**config.mk**
```make
export PLATFORM = sky130hd
export DESIGN_NAME = spi_byte_master
export DESIGN_NICKNAME = d
export VERILOG_FILES = /design/src/rtl/spi_byte_master.sv
export SDC_FILE = /design/constraint.sdc
export NUM_CORES = 1
export LEC_CHECK = 0
export CORE_UTILIZATION = 48
export CTS_BUF_LIST = sky130_fd_sc_hd__clkbuf_16
export DETAILED_ROUTE_END_ITERATION = 10
export PLACE_DENSITY = 0.87
export SLEW_MARGIN = 0
export SYNTH_ARGS = -nofsm -noshare
export SYNTH_HDL_FRONTEND = slang
export SYNTH_SLANG_ARGS = --single-unit
```
**constraint.sdc**
```tcl
create_clock -name clk -period 1.32 [get_ports clk]
set_input_delay 0.264 -clock clk [delete_from_list [all_inputs] [get_ports clk]]
set_output_delay 0.264 -clock clk [all_outputs]
set_load 0.005 [all_outputs]
```
**src/rtl/spi_byte_master.sv**
```systemverilog
// ---------------------------------------------------------------------------
// spi_byte_master
//
// Purpose:
//   SPI mode-0 master that shifts one DATA_WIDTH-bit word per start request,
//   MSB first. spi_sck idles low. The master samples spi_miso on each rising
//   spi_sck edge and changes spi_mosi on each falling edge. A transfer can
//   hold spi_nss low after it finishes, so that following words form one
//   frame.
//
// Parameters:
//   DATA_WIDTH  - bits per transfer (>= 2)
//   HALF_PERIOD - clk cycles per spi_sck half-period (>= 1)
//
// Optional feature:
//   SPI_BYTE_MASTER_CLKDIV_EN - when defined, the clk_div input port exists.
//   The half-period is then captured from clk_div when a start is accepted.
//   A value of 0 is treated as 1.
//
// Ports:
//   clk      in   system clock, rising edge
//   _reset   in   synchronous active-low reset
//   start    in   transfer request (ignored while busy)
//   tx_data  in   word to send, captured on accept
//   hold     in   keep spi_nss low after this word, captured on accept
//   clk_div  in   runtime half-period (only with SPI_BYTE_MASTER_CLKDIV_EN)
//   busy     out  transfer in progress
//   done     out  one-cycle pulse at transfer end
//   rx_data  out  last received word
//   spi_nss  out  active-low slave select
//   spi_sck  out  serial clock
//   spi_mosi out  serial data out
//   spi_miso in   serial data in
// ---------------------------------------------------------------------------
module spi_byte_master #(
    parameter int DATA_WIDTH  = 8,
    parameter int HALF_PERIOD = 2
) (
    input  logic                  clk,
    input  logic                  _reset,
    input  logic                  start,
    input  logic [DATA_WIDTH-1:0] tx_data,
    input  logic                  hold,
`ifdef SPI_BYTE_MASTER_CLKDIV_EN
    input  logic [7:0]            clk_div,
`endif
    output logic                  busy,
    output logic                  done,
    output logic [DATA_WIDTH-1:0] rx_data,
    output logic                  spi_nss,
    output logic                  spi_sck,
    output logic                  spi_mosi,
    input  logic                  spi_miso
);

    localparam logic [2:0] ST_IDLE   = 3'd0;
    localparam logic [2:0] ST_LEAD   = 3'd1;
    localparam logic [2:0] ST_HIGH   = 3'd2;
    localparam logic [2:0] ST_LOW    = 3'd3;
    localparam logic [2:0] ST_FINISH = 3'd4;

`ifdef SPI_BYTE_MASTER_CLKDIV_EN
    localparam int CNT_W = 8;
`else
    localparam int CNT_W = ($clog2(HALF_PERIOD + 1) < 1) ? 1 : $clog2(HALF_PERIOD + 1);
`endif
    localparam int BIT_W = ($clog2(DATA_WIDTH) < 1) ? 1 : $clog2(DATA_WIDTH);

    logic [2:0]            state_r;
    logic [CNT_W-1:0]      cnt_r;
    logic [BIT_W-1:0]      bit_cnt_r;
    logic [DATA_WIDTH-1:0] tx_sh_r;
    logic [DATA_WIDTH-1:0] rx_sh_r;
    logic                  hold_r;
    logic [CNT_W-1:0]      half_s;
    logic                  half_last_s;
    logic                  bit_last_s;

`ifdef SPI_BYTE_MASTER_CLKDIV_EN
    logic [CNT_W-1:0]      half_r;
    logic [CNT_W-1:0]      half_next_s;

    // Clamp a zero divider to one so that a half-period always lasts at least one cycle.
    always_comb begin
        half_next_s = clk_div;
        if (clk_div == 8'd0) begin
            half_next_s = 8'd1;
        end else begin
            half_next_s = clk_div;
        end
    end

    assign half_s = half_r;
`else
    assign half_s = CNT_W'(HALF_PERIOD);
`endif

    // A phase (LEAD, HIGH or LOW) ends on its H-th cycle. cnt_r counts 0..H-1.
    always_comb begin
        half_last_s = (cnt_r == (half_s - CNT_W'(1)));
        bit_last_s  = (bit_cnt_r == BIT_W'(DATA_WIDTH - 1));
    end

    // Transfer sequencer, with shift registers and registered SPI/handshake outputs.
    always_ff @(posedge clk) begin
        if (!_reset) begin
            state_r   <= ST_IDLE;
            cnt_r     <= {CNT_W{1'b0}};
            bit_cnt_r <= {BIT_W{1'b0}};
            tx_sh_r   <= {DATA_WIDTH{1'b0}};
            rx_sh_r   <= {DATA_WIDTH{1'b0}};
            hold_r    <= 1'b0;
            busy      <= 1'b0;
            done      <= 1'b0;
            rx_data   <= {DATA_WIDTH{1'b0}};
            spi_nss   <= 1'b1;
            spi_sck   <= 1'b0;
            spi_mosi  <= 1'b0;
`ifdef SPI_BYTE_MASTER_CLKDIV_EN
            half_r    <= 8'd1;
`endif
        end else begin
            done <= 1'b0;
            case (state_r)
                // FINISH is the cycle after done. It accepts a start just as IDLE
                // does, which allows back-to-back words.
                ST_IDLE, ST_FINISH: begin
                    if (start) begin
                        tx_sh_r   <= {tx_data[DATA_WIDTH-2:0], 1'b0};
                        spi_mosi  <= tx_data[DATA_WIDTH-1];
                        hold_r    <= hold;
                        busy      <= 1'b1;
                        spi_nss   <= 1'b0;
                        cnt_r     <= {CNT_W{1'b0}};
                        bit_cnt_r <= {BIT_W{1'b0}};
`ifdef SPI_BYTE_MASTER_CLKDIV_EN
                        half_r    <= half_next_s;
`endif
                        state_r   <= ST_LEAD;
                    end else begin
                        state_r   <= ST_IDLE;
                    end
                end
                ST_LEAD: begin
                    if (half_last_s) begin
                        cnt_r   <= {CNT_W{1'b0}};
                        spi_sck <= 1'b1;
                        rx_sh_r <= {rx_sh_r[DATA_WIDTH-2:0], spi_miso};
                        state_r <= ST_HIGH;
                    end else begin
                        cnt_r   <= cnt_r + CNT_W'(1);
                    end
                end
                ST_HIGH: begin
                    if (half_last_s) begin
                        cnt_r    <= {CNT_W{1'b0}};
                        spi_sck  <= 1'b0;
                        // After the last bit the zeros that were shifted in reach
                        // spi_mosi, so the line is already 0 when the block returns to idle.
                        spi_mosi <= tx_sh_r[DATA_WIDTH-1];
                        tx_sh_r  <= {tx_sh_r[DATA_WIDTH-2:0], 1'b0};
                        state_r  <= ST_LOW;
                    end else begin
                        cnt_r    <= cnt_r + CNT_W'(1);
                    end
                end
                ST_LOW: begin
                    if (half_last_s) begin
                        cnt_r <= {CNT_W{1'b0}};
                        if (bit_last_s) begin
                            done     <= 1'b1;
                            busy     <= 1'b0;
                            rx_data  <= rx_sh_r;
                            spi_nss  <= ~hold_r;
                            spi_mosi <= 1'b0;
                            state_r  <= ST_FINISH;
                        end else begin
                            bit_cnt_r <= bit_cnt_r + BIT_W'(1);
                            spi_sck   <= 1'b1;
                            rx_sh_r   <= {rx_sh_r[DATA_WIDTH-2:0], spi_miso};
                            state_r   <= ST_HIGH;
                        end
                    end else begin
                        cnt_r <= cnt_r + CNT_W'(1);
                    end
                end
                default: begin
                    state_r  <= ST_IDLE;
                    cnt_r    <= {CNT_W{1'b0}};
                    busy     <= 1'b0;
                    spi_nss  <= 1'b1;
                    spi_sck  <= 1'b0;
                    spi_mosi <= 1'b0;
                end
            endcase
        end
    end

endmodule

```
Word-level counts from Yosys, hierarchy flattened
Index checks and enable logic that the tools add are counted.

word-level totals
  register bits after elaboration = 38
  input port bits = 13

operators by class
  add/sub/neg operators = 2
  equal/unequal tests = 12
  multiplexer cells = 37
  bitwise operators = 4
  reduce and logical (&&, ||, !) cells = 17

operator list
  cell                   count
  $mux W8                5
  $pmux W8 S2            2
  $mux W3                7
  $mux W1                14
  $ne A2 B2 Y1 const B   6
  $pmux W3 S4            1
  $reduce_and A3 Y1      4
  $reduce_and A4 Y1      3
  $reduce_and A5 Y1      2
  $pmux W1 S4            2
  $eq A3 B2 Y1 const B   2
  $eq A3 B3 Y1 const B   2
  $pmux W1 S3            2
  $pmux W3 S2            1
  $reduce_bool A2 Y1     3
  $mux W2                2
  $not A1 Y1             4
  $pmux W2 S2            1
  $reduce_or A2 Y1       2
  $add A3 B1 Y3 const B  1
  $eq A3 B1 Y1 const B   1
  $logic_not A3 Y1       1
  $reduce_or A3 Y1       1
  $add A2 B1 Y2 const B  1
  2 further kinds        2

Longest topological paths before layout
  depth in word-level cells = 4
  depth in mapped cells = 6
  gate-level depth less buffers = 5

Least setup slack after synthesis
OpenSTA, ideal clock, no wires.

  kind = register to register
  start point = register bit_cnt_r[0]
  end point = register rx_data[0]
  arrival time = 1378 ps
  data required time = 1248 ps
  path slack = -130 ps
  cell stages (with the launch flop) = 6
  cells stage by stage = dfxtp_1 ha_1 ha_1 nand2_2 nor3_4 mux2i_1

on the way
  longest elaborated chain between the ends = 2

RTL lines
  item                         line  source
  start, declared              71    logic [BIT_W-1:0] bit_cnt_r;
  start signal, assigned       109   bit_cnt_r <= {BIT_W{1'b0}};
  start signal, assigned       135   bit_cnt_r <= {BIT_W{1'b0}};
  start signal, assigned       178   bit_cnt_r <= bit_cnt_r + BIT_W'(1);
  $eq A3 B3 Y1                 101   bit_last_s = (bit_cnt_r == BIT_W'(DATA_WIDTH - 1));
  named net bit_last_s         77    logic bit_last_s;
  $reduce_and A3 Y1 (no line)  -
  end signal, assigned         115   rx_data <= {DATA_WIDTH{1'b0}};
  end signal, assigned         173   rx_data <= rx_sh_r;
  end, declared                49    output logic [DATA_WIDTH-1:0] rx_data,

The timed path passes the listed nets, and every way through them passes these cells.
A chain may end at the register's enable or synchronous reset.

Worst setup path in the final report
  start point = register state_r[2]
  end point = register rx_sh_r[4]

on the way
  longest elaborated chain between the ends = 3
  elaborated cells on any way between the ends = 8
  those cells by class = eq/ne (5); mux (1); reduce/logical (2)

RTL lines
  item                                                          line  source
  start, declared                                               69    logic [2:0] state_r;
  start signal, assigned                                        107   state_r <= ST_IDLE;
  start signal, assigned                                        139   state_r <= ST_LEAD;
  start signal, assigned                                        141   state_r <= ST_IDLE;
  $eq A3 B2 Y1 or $eq A3 B1 Y1 (tied branches)                  124   case (state_r)
  $ne A2 B2 Y1 (no line) or $reduce_bool A2 Y1 (tied branches)  -
  $reduce_and A4 Y1 (no line)                                   -
  end signal, assigned                                          111   rx_sh_r <= {DATA_WIDTH{1'b0}};
  end signal, assigned                                          148   rx_sh_r <= {rx_sh_r[DATA_WIDTH-2:0], spi_miso};
  end signal, assigned                                          180   rx_sh_r <= {rx_sh_r[DATA_WIDTH-2:0], spi_miso};
  end, declared                                                 73    logic [DATA_WIDTH-1:0] rx_sh_r;

Several ways; a longest one is shown, not always the timed one.

==> results.md <==
* Async set or reset register ratio after synthesis at 0
* Number of synthesized flops with an enable pin at 0
* Number of synthesized register bits at 37
* Diode count at 0
* CTS root buffer: clkbuf_16
* Area of the die at 3911 sq um
* Layout fillers at 209
* Data required, critical path at 1.52 ns
* Final number of hold-violating endpoints at 0
* Top post-synthesis cells by area: dfxtp_1, mux2i_1, nand2_1
* Die width at 62.54 microns
* Min-delay src: rx_data[7]
* Post-layout min period at 1.389 ns
* Count leader, synth: dfxtp_1
* Critical path type: register to register
* Critical path destination: rx_sh_r[4]
* Clock slew at reported path FFs at 0.05 ns
* Share of the synthesized area in the top cell type at 0.4211
* Reg2reg start: state_r[2]
* Clock Skew at 0.004909 ns
* Post-route cell area at 2618 sq um
* CP max-delay cell: dfxtp_4
* Post-synth top cells: dfxtp_1, nand2_1, mux2i_1, a211oi_1, a21oi_1
* Post-synthesis cell area at 1759 sq um
* Hold crit path type: register to register
* First-pass GRT wire length at 7.638 mm
* Max-cap violations at 0
* Final worst slack at -0.06918 ns
* Area Growth Syn to Fin at 48.79%
* Final cell count without fillers at 286
* Antenna-violating nets left at 0
* CTS tree: yes
* Via count at 1718
* CP cell instances: buf_8 > nor4bb_4 > buf_4 > nand3_1 > a21oi_1
* Num CTS Buffers at 5
* Failing checks: setup timing
* Max-Slew Margin vs Limit at 0.7426
* Wire per inst at 18.38 microns
* Post-Place Cell Area at 2233 sq um
* Synth warn at 0
* RSZ-0062 raised after global routing: yes
* Mapped Cells at 187
* Top_reg_cell synth: dfxtp_1
* R2R setup slack at -0.07 ns
* Critical Path Fanout Max at 6
* Cell Pwr Density at 1060 nW/um^2
* Sink Count at 37
* Fmax at 719.9 MHz
* Largest net degree at the start of global routing at 17
* Cells on worst reg2reg path at 5
* Die H at 62.54 microns
* Critical Path Max Stage Delay at 0.37 ns
* Ports at 26
* Row cnt at 21
* CP Launch Point: state_r[2]
* Initial antenna violation count at 0
* Placed Instances at 273
* Synth area leader: dfxtp_1
* Fin. max-slew vios at 0
* Outcome: finished with violations
* Worst-Skew Late Latency at 0.28 ns
* GRT Total Usage at 0.2513
* Final setup violation count at 13
* Initial core utilization at 0.5150
* Iter 0 DRT Violations at 101
* CTS Hold Bufs at 0
* PortBufs at 25
* GP Congestion at 0.7904
* Register area share after synthesis at 0.4211
* Vias/cell at 6.007
* Total wire length at 5.256 mm
* DRT Pass-1 Iters at 4
* Syn nets at 202
* Cell variety after synth at 43
* Peak supply drop at 1073 uV
* Synthesized area per cell at 9.407 sq um
* Vias in the first global route at 1622
* Grt ovf at 0
* FF-to-FF End: rx_sh_r[4]
* Max Root-Sink Buffers at 2
* Critical Path End Type: register
* CTS H-Tree Depth at 2
* P_leak at 1.008 nW
* DRC at 0
* Dpl hpwl at 2.726 mm
* Core area at 3416 sq um
* WP data arrival at 1.59 ns
* Least-Margin Pin Slew at 0.3832 ns
* Layout cells sized above 1 at 0.3458
* Final Cycle Share at 1.052
* Startpoint Class: register
* Final nets at 254
stage by stage:
| stage | setup WS, ns | TNS [ns] | power [mW] | util | hold WS [ns] |
|---|---|---|---|---|---|
| 6_report | -0.06918 | -0.3524 | 2.774 | 0.7663 | 0.4516 |
| 5_1_grt | -0.1256 | -1.429 | 2.871 | 0.7663 | 0.4726 |
| 4_1_cts | -0.02455 | -0.02836 | 2.717 | 0.7172 | 0.4537 |
| 3_5_place_dp | -0.3495 | -5.568 | 1.553 | 0.6538 | 0.4470 |
| 3_3_place_gp | -0.3374 | -4.433 | 1.545 | 0.6538 | 0.4414 |
| 2_1_floorplan | 0.001372 | 0 | 1.412 | - | 0.4000 |
area by class of cell:
type                       count  area (sq um)  share of cell area
timing repair buffer          60         550.5              0.2103
sequential                    37         758.2              0.2897
clock inverter                 3         17.52            0.006692
clock buffer                   5         125.1             0.04780
multi-input combinational    133          1101              0.4207
tap                           46         57.56             0.02199
inverter                       2         7.507            0.002868
routing by layer:
metal	part of all wire	vias up	GRT usage
met1	0.42	808	0.3083
met4	0.051	0	0.1483
li1	-	782	-
met2	0.45	100	0.4049
met5	0	-	0
met3	0.076	28	0.05109
worst min-delay path by stage:
| stage | endpoint | slack [ns] | cells after the start |
|---|---|---|---|
| 3_3_place_gp | rx_data[7] | 0.44 | 2 |
| 4_1_cts | rx_data[7] | 0.45 | 2 |
| 2_1_floorplan | hold_r | 0.40 | 2 |
| 3_5_place_dp | rx_data[7] | 0.45 | 2 |
| 5_1_grt | rx_data[7] | 0.47 | 2 |
| 6_report | rx_data[7] | 0.45 | 2 |
critical path: cells and delay by family, from the launching register on:
family | cells | cell delay (ns)
buffers and inverters | 2 | 0.35
DFF | 1 | 0.37
AOI/OAI and AO/OA | 1 | 0.17
and+or+nand+nor | 2 | 0.42
report_power, final:
part	switching, mW	internal [mW]
Combinational	0.182	0.216
Clock	0.465	0.692
Sequential	0.0585	1.16
Total	0.706	2.07
kinds of logic after synthesis:
| group | count (synthesis) | synth area share |
|---|---|---|
| AOI/OAI and AO/OA | 44 | 0.1664 |
| adders and majority gates | 2 | 0.01422 |
| buffers and inverters | 17 | 0.05619 |
| DFF | 37 | 0.4211 |
| muxes | 20 | 0.1138 |
| and+or+nand+nor | 67 | 0.2283 |
timing repair:
action                                  CTS  global route
endpoints found under the setup margin   46            30
pin swaps                                 7            10
gates resized for setup                  35            36
setup buffers                             2             2
hold endpoints to repair                  0             0
gates cloned                              1             0
flip-flops by register name, indices dropped and copies added (netlist names):
| signal | cells |
|---|---|
| bit_cnt_r | 3 |
| busy | 1 |
| cnt_r | 2 |
| done | 1 |
| hold_r | 1 |
| rx_data | 8 |
| rx_sh_r | 8 |
| spi_mosi | 1 |
| spi_nss | 1 |
| spi_sck | 1 |
| state_r | 3 |
| tx_sh_r | 7 |
cells in the final DEF (no fill, tap or decap), types with 2 or more instances in the layout:
master	Yosys	routed
a211o_1	2	2
nor3_1	2	2
mux2i_2	0	2
inv_1	2	2
buf_12	0	2
clkbuf_16	0	5
a21oi_2	1	5
or3_1	2	2
nand3b_1	2	2
a211oi_2	0	3
buf_4	2	26
mux2i_1	20	16
nand3_1	8	7
o21ai_1	0	5
dlygate4sd2_1	0	14
clkinv_2	0	2
a21oi_1	12	7
dfxtp_1	37	29
o21ai_2	0	3
dfxtp_4	0	3
a211oi_1	12	8
nand2_1	29	29
clkdlybuf4s50_1	0	11
buf_6	3	6
ha_4	0	2
dfxtp_2	0	5
nand2b_1	4	4
nor2b_1	2	2
mux2i_4	0	2
Power figures use the tool's default switching activity.
==> edit (config.mk and constraints unchanged) <==
The option `SPI_BYTE_MASTER_CLKDIV_EN` is turned on by a define.
--- a/src/rtl/spi_byte_master.sv
+++ b/src/rtl/spi_byte_master.sv
@@ -33,4 +33,6 @@
 //   spi_miso in   serial data in
 // ---------------------------------------------------------------------------
+`define SPI_BYTE_MASTER_CLKDIV_EN
+
 module spi_byte_master #(
     parameter int DATA_WIDTH  = 8,
Ports: changed (added clk_div); port bits go from 26 to 34. The function was not compared with the original's and may differ.
==> edit against the unedited design <==
- highest routed layer unchanged
- the flow still finishes with violations (setup timing)
- largest power group unchanged
- critical path depth increased by 3
- area after synthesis grew 40%
- wire length is 60% higher
- first-iteration DRC count grew to 2.7 times the old value
- setup slack worse by 0.71 ns
- sequential cell count increased by 14
- design area up 42%
- total power up 53%
- sequential power grew 39%
==> edit: results (changes against the unedited design) <==
For the global router's overall resource usage, the log shows 0.3073 (+0.05608). For the aggregate routed wire length, the log shows 8.404 mm (+60%). The post-layout net count was 403 (+59%); the final critical-path setup slack was -0.7822 ns (-0.7130 ns).

For the summed negative setup slack over all endpoints, the log shows -29.34 ns (-28.98 ns). The final reports fail on setup timing. For the starting DRC count in detailed routing, the log shows 272 (+170%). The logs give 1.668 nW (+65%) for the static leakage and 51 (+38) for the final setup violation count.

The iteration count of the initial detailed-routing pass was 7 (+3); the met3 layer usage reported by global route was 0.07819 (+0.02709). The detail-routed via count per cell works out to 5.937 (-1.2%). The most common cell in the synthesized netlist was sky130_fd_sc_hd__nand2_1. The post-CTS clock slew at the launch and capture registers of the worst setup and hold paths came out at 0.07 ns (+0.02 ns). The maximum number of pins on one net before global-route repair is 42 (+25). The commonest cells after synthesis are 62 x sky130_fd_sc_hd__nand2_1, 51 x sky130_fd_sc_hd__dfxtp_1, 21 x sky130_fd_sc_hd__mux2i_1. The worst setup timing slack at the placement stage was -0.8211 ns (-0.4716 ns).

For the worst slew margin relative to its limit, the log shows 0.7748 (+0.03225). The share of the yosys chip area belonging to registers came out at 0.4155 (-0.005574). The global placer's final weighted congestion was 0.8331 (+5.4%); the via count of the first global-routing pass was 2473 (+52%). The run gives 315 (+56%) as the net count of the mapped netlist. Sorting the synthesized cells by area gives the leading types as sky130_fd_sc_hd__dfxtp_1 42%, sky130_fd_sc_hd__nand2_1 9.5%, sky130_fd_sc_hd__mux2i_1 8.6%. Among all stages on the critical path, the largest delay is contributed by sky130_fd_sc_hd__nor4_4.

Met2 usage in global routing: 0.5148 (+0.1099). The number of filler cells placed in the layout was 292 (+40%). The run finished, with violations left. The fraction of met1 tracks used by global routing is 0.3567 (+0.04835), and the half-perimeter wire length after placement is 4.320 mm (+58%). The worst vdd rail ir drop was 895.7 uV (-17%); the wire length of the first global-routing pass was 12.38 mm (+62%).
[edit: kinds of logic after synthesis]
family | after synthesis | share of synthesized area
and+or+nand+nor | 126 | 0.2556
DFF | 51 | 0.4155
AOI/OAI and AO/OA | 50 | 0.1298
muxes | 21 | 0.08554
xor gates and xnor gates | 12 | 0.04277
adders and majority gates | 4 | 0.02037
buffers and inverters | 26 | 0.05040
[edit: power breakdown]
part,total (mW),switching [mW],internal (mW)
clock,1.27,0.573,0.694
sequential,1.69,0.0715,1.62
combinational,1.28,0.610,0.669
total,4.24,1.25,2.99
[edit: final cells by class]
type                    count  area share
multi-input cells         213      0.4008
flip-flops and latches     51      0.2810
repair buffers            100      0.2497
clock buffers               5     0.03374
well taps                  67     0.02260
inverters                   7    0.007760
clock inverters             3    0.004386
[edit: routing by layer]
layer | vias to the layer above | part of all wire
met3 | 54 | 0.079
met4 | 0 | 0.060
li1 | 1197 | -
met1 | 1232 | 0.37
met5 | - | 0
met2 | 165 | 0.49
[edit: timing repair]
action | in CTS | in global routing
buffers inserted | 10 | 5
gates resized for setup | 58 | 28
endpoints found under the setup margin | 59 | 51
pin swaps | 15 | 21
gates cloned | 3 | 2
[edit: metrics by stage]
stage / cells / utilization / area (um2)
after floorplan: 290 / - / 2554
after global placement: 420 / 0.6675 / 3216
after detailed placement: 420 / 0.6675 / 3216
after CTS: 441 / 0.7501 / 3613
after global routing: 446 / 0.7699 / 3709
final: 446 / 0.7699 / 3709
[edit: worst paths after layout]
kind | startpoint | to | slack, ns | cells past startpoint
setup / recovery | half_r[5] | bit_cnt_r[2] | -0.78 | 8
hold / removal | rx_data[4] | rx_data[4] | 0.46 | 2
setup reg to reg | half_r[5] | bit_cnt_r[2] | -0.78 | 8
hold reg to reg | rx_data[4] | rx_data[4] | 0.46 | 2
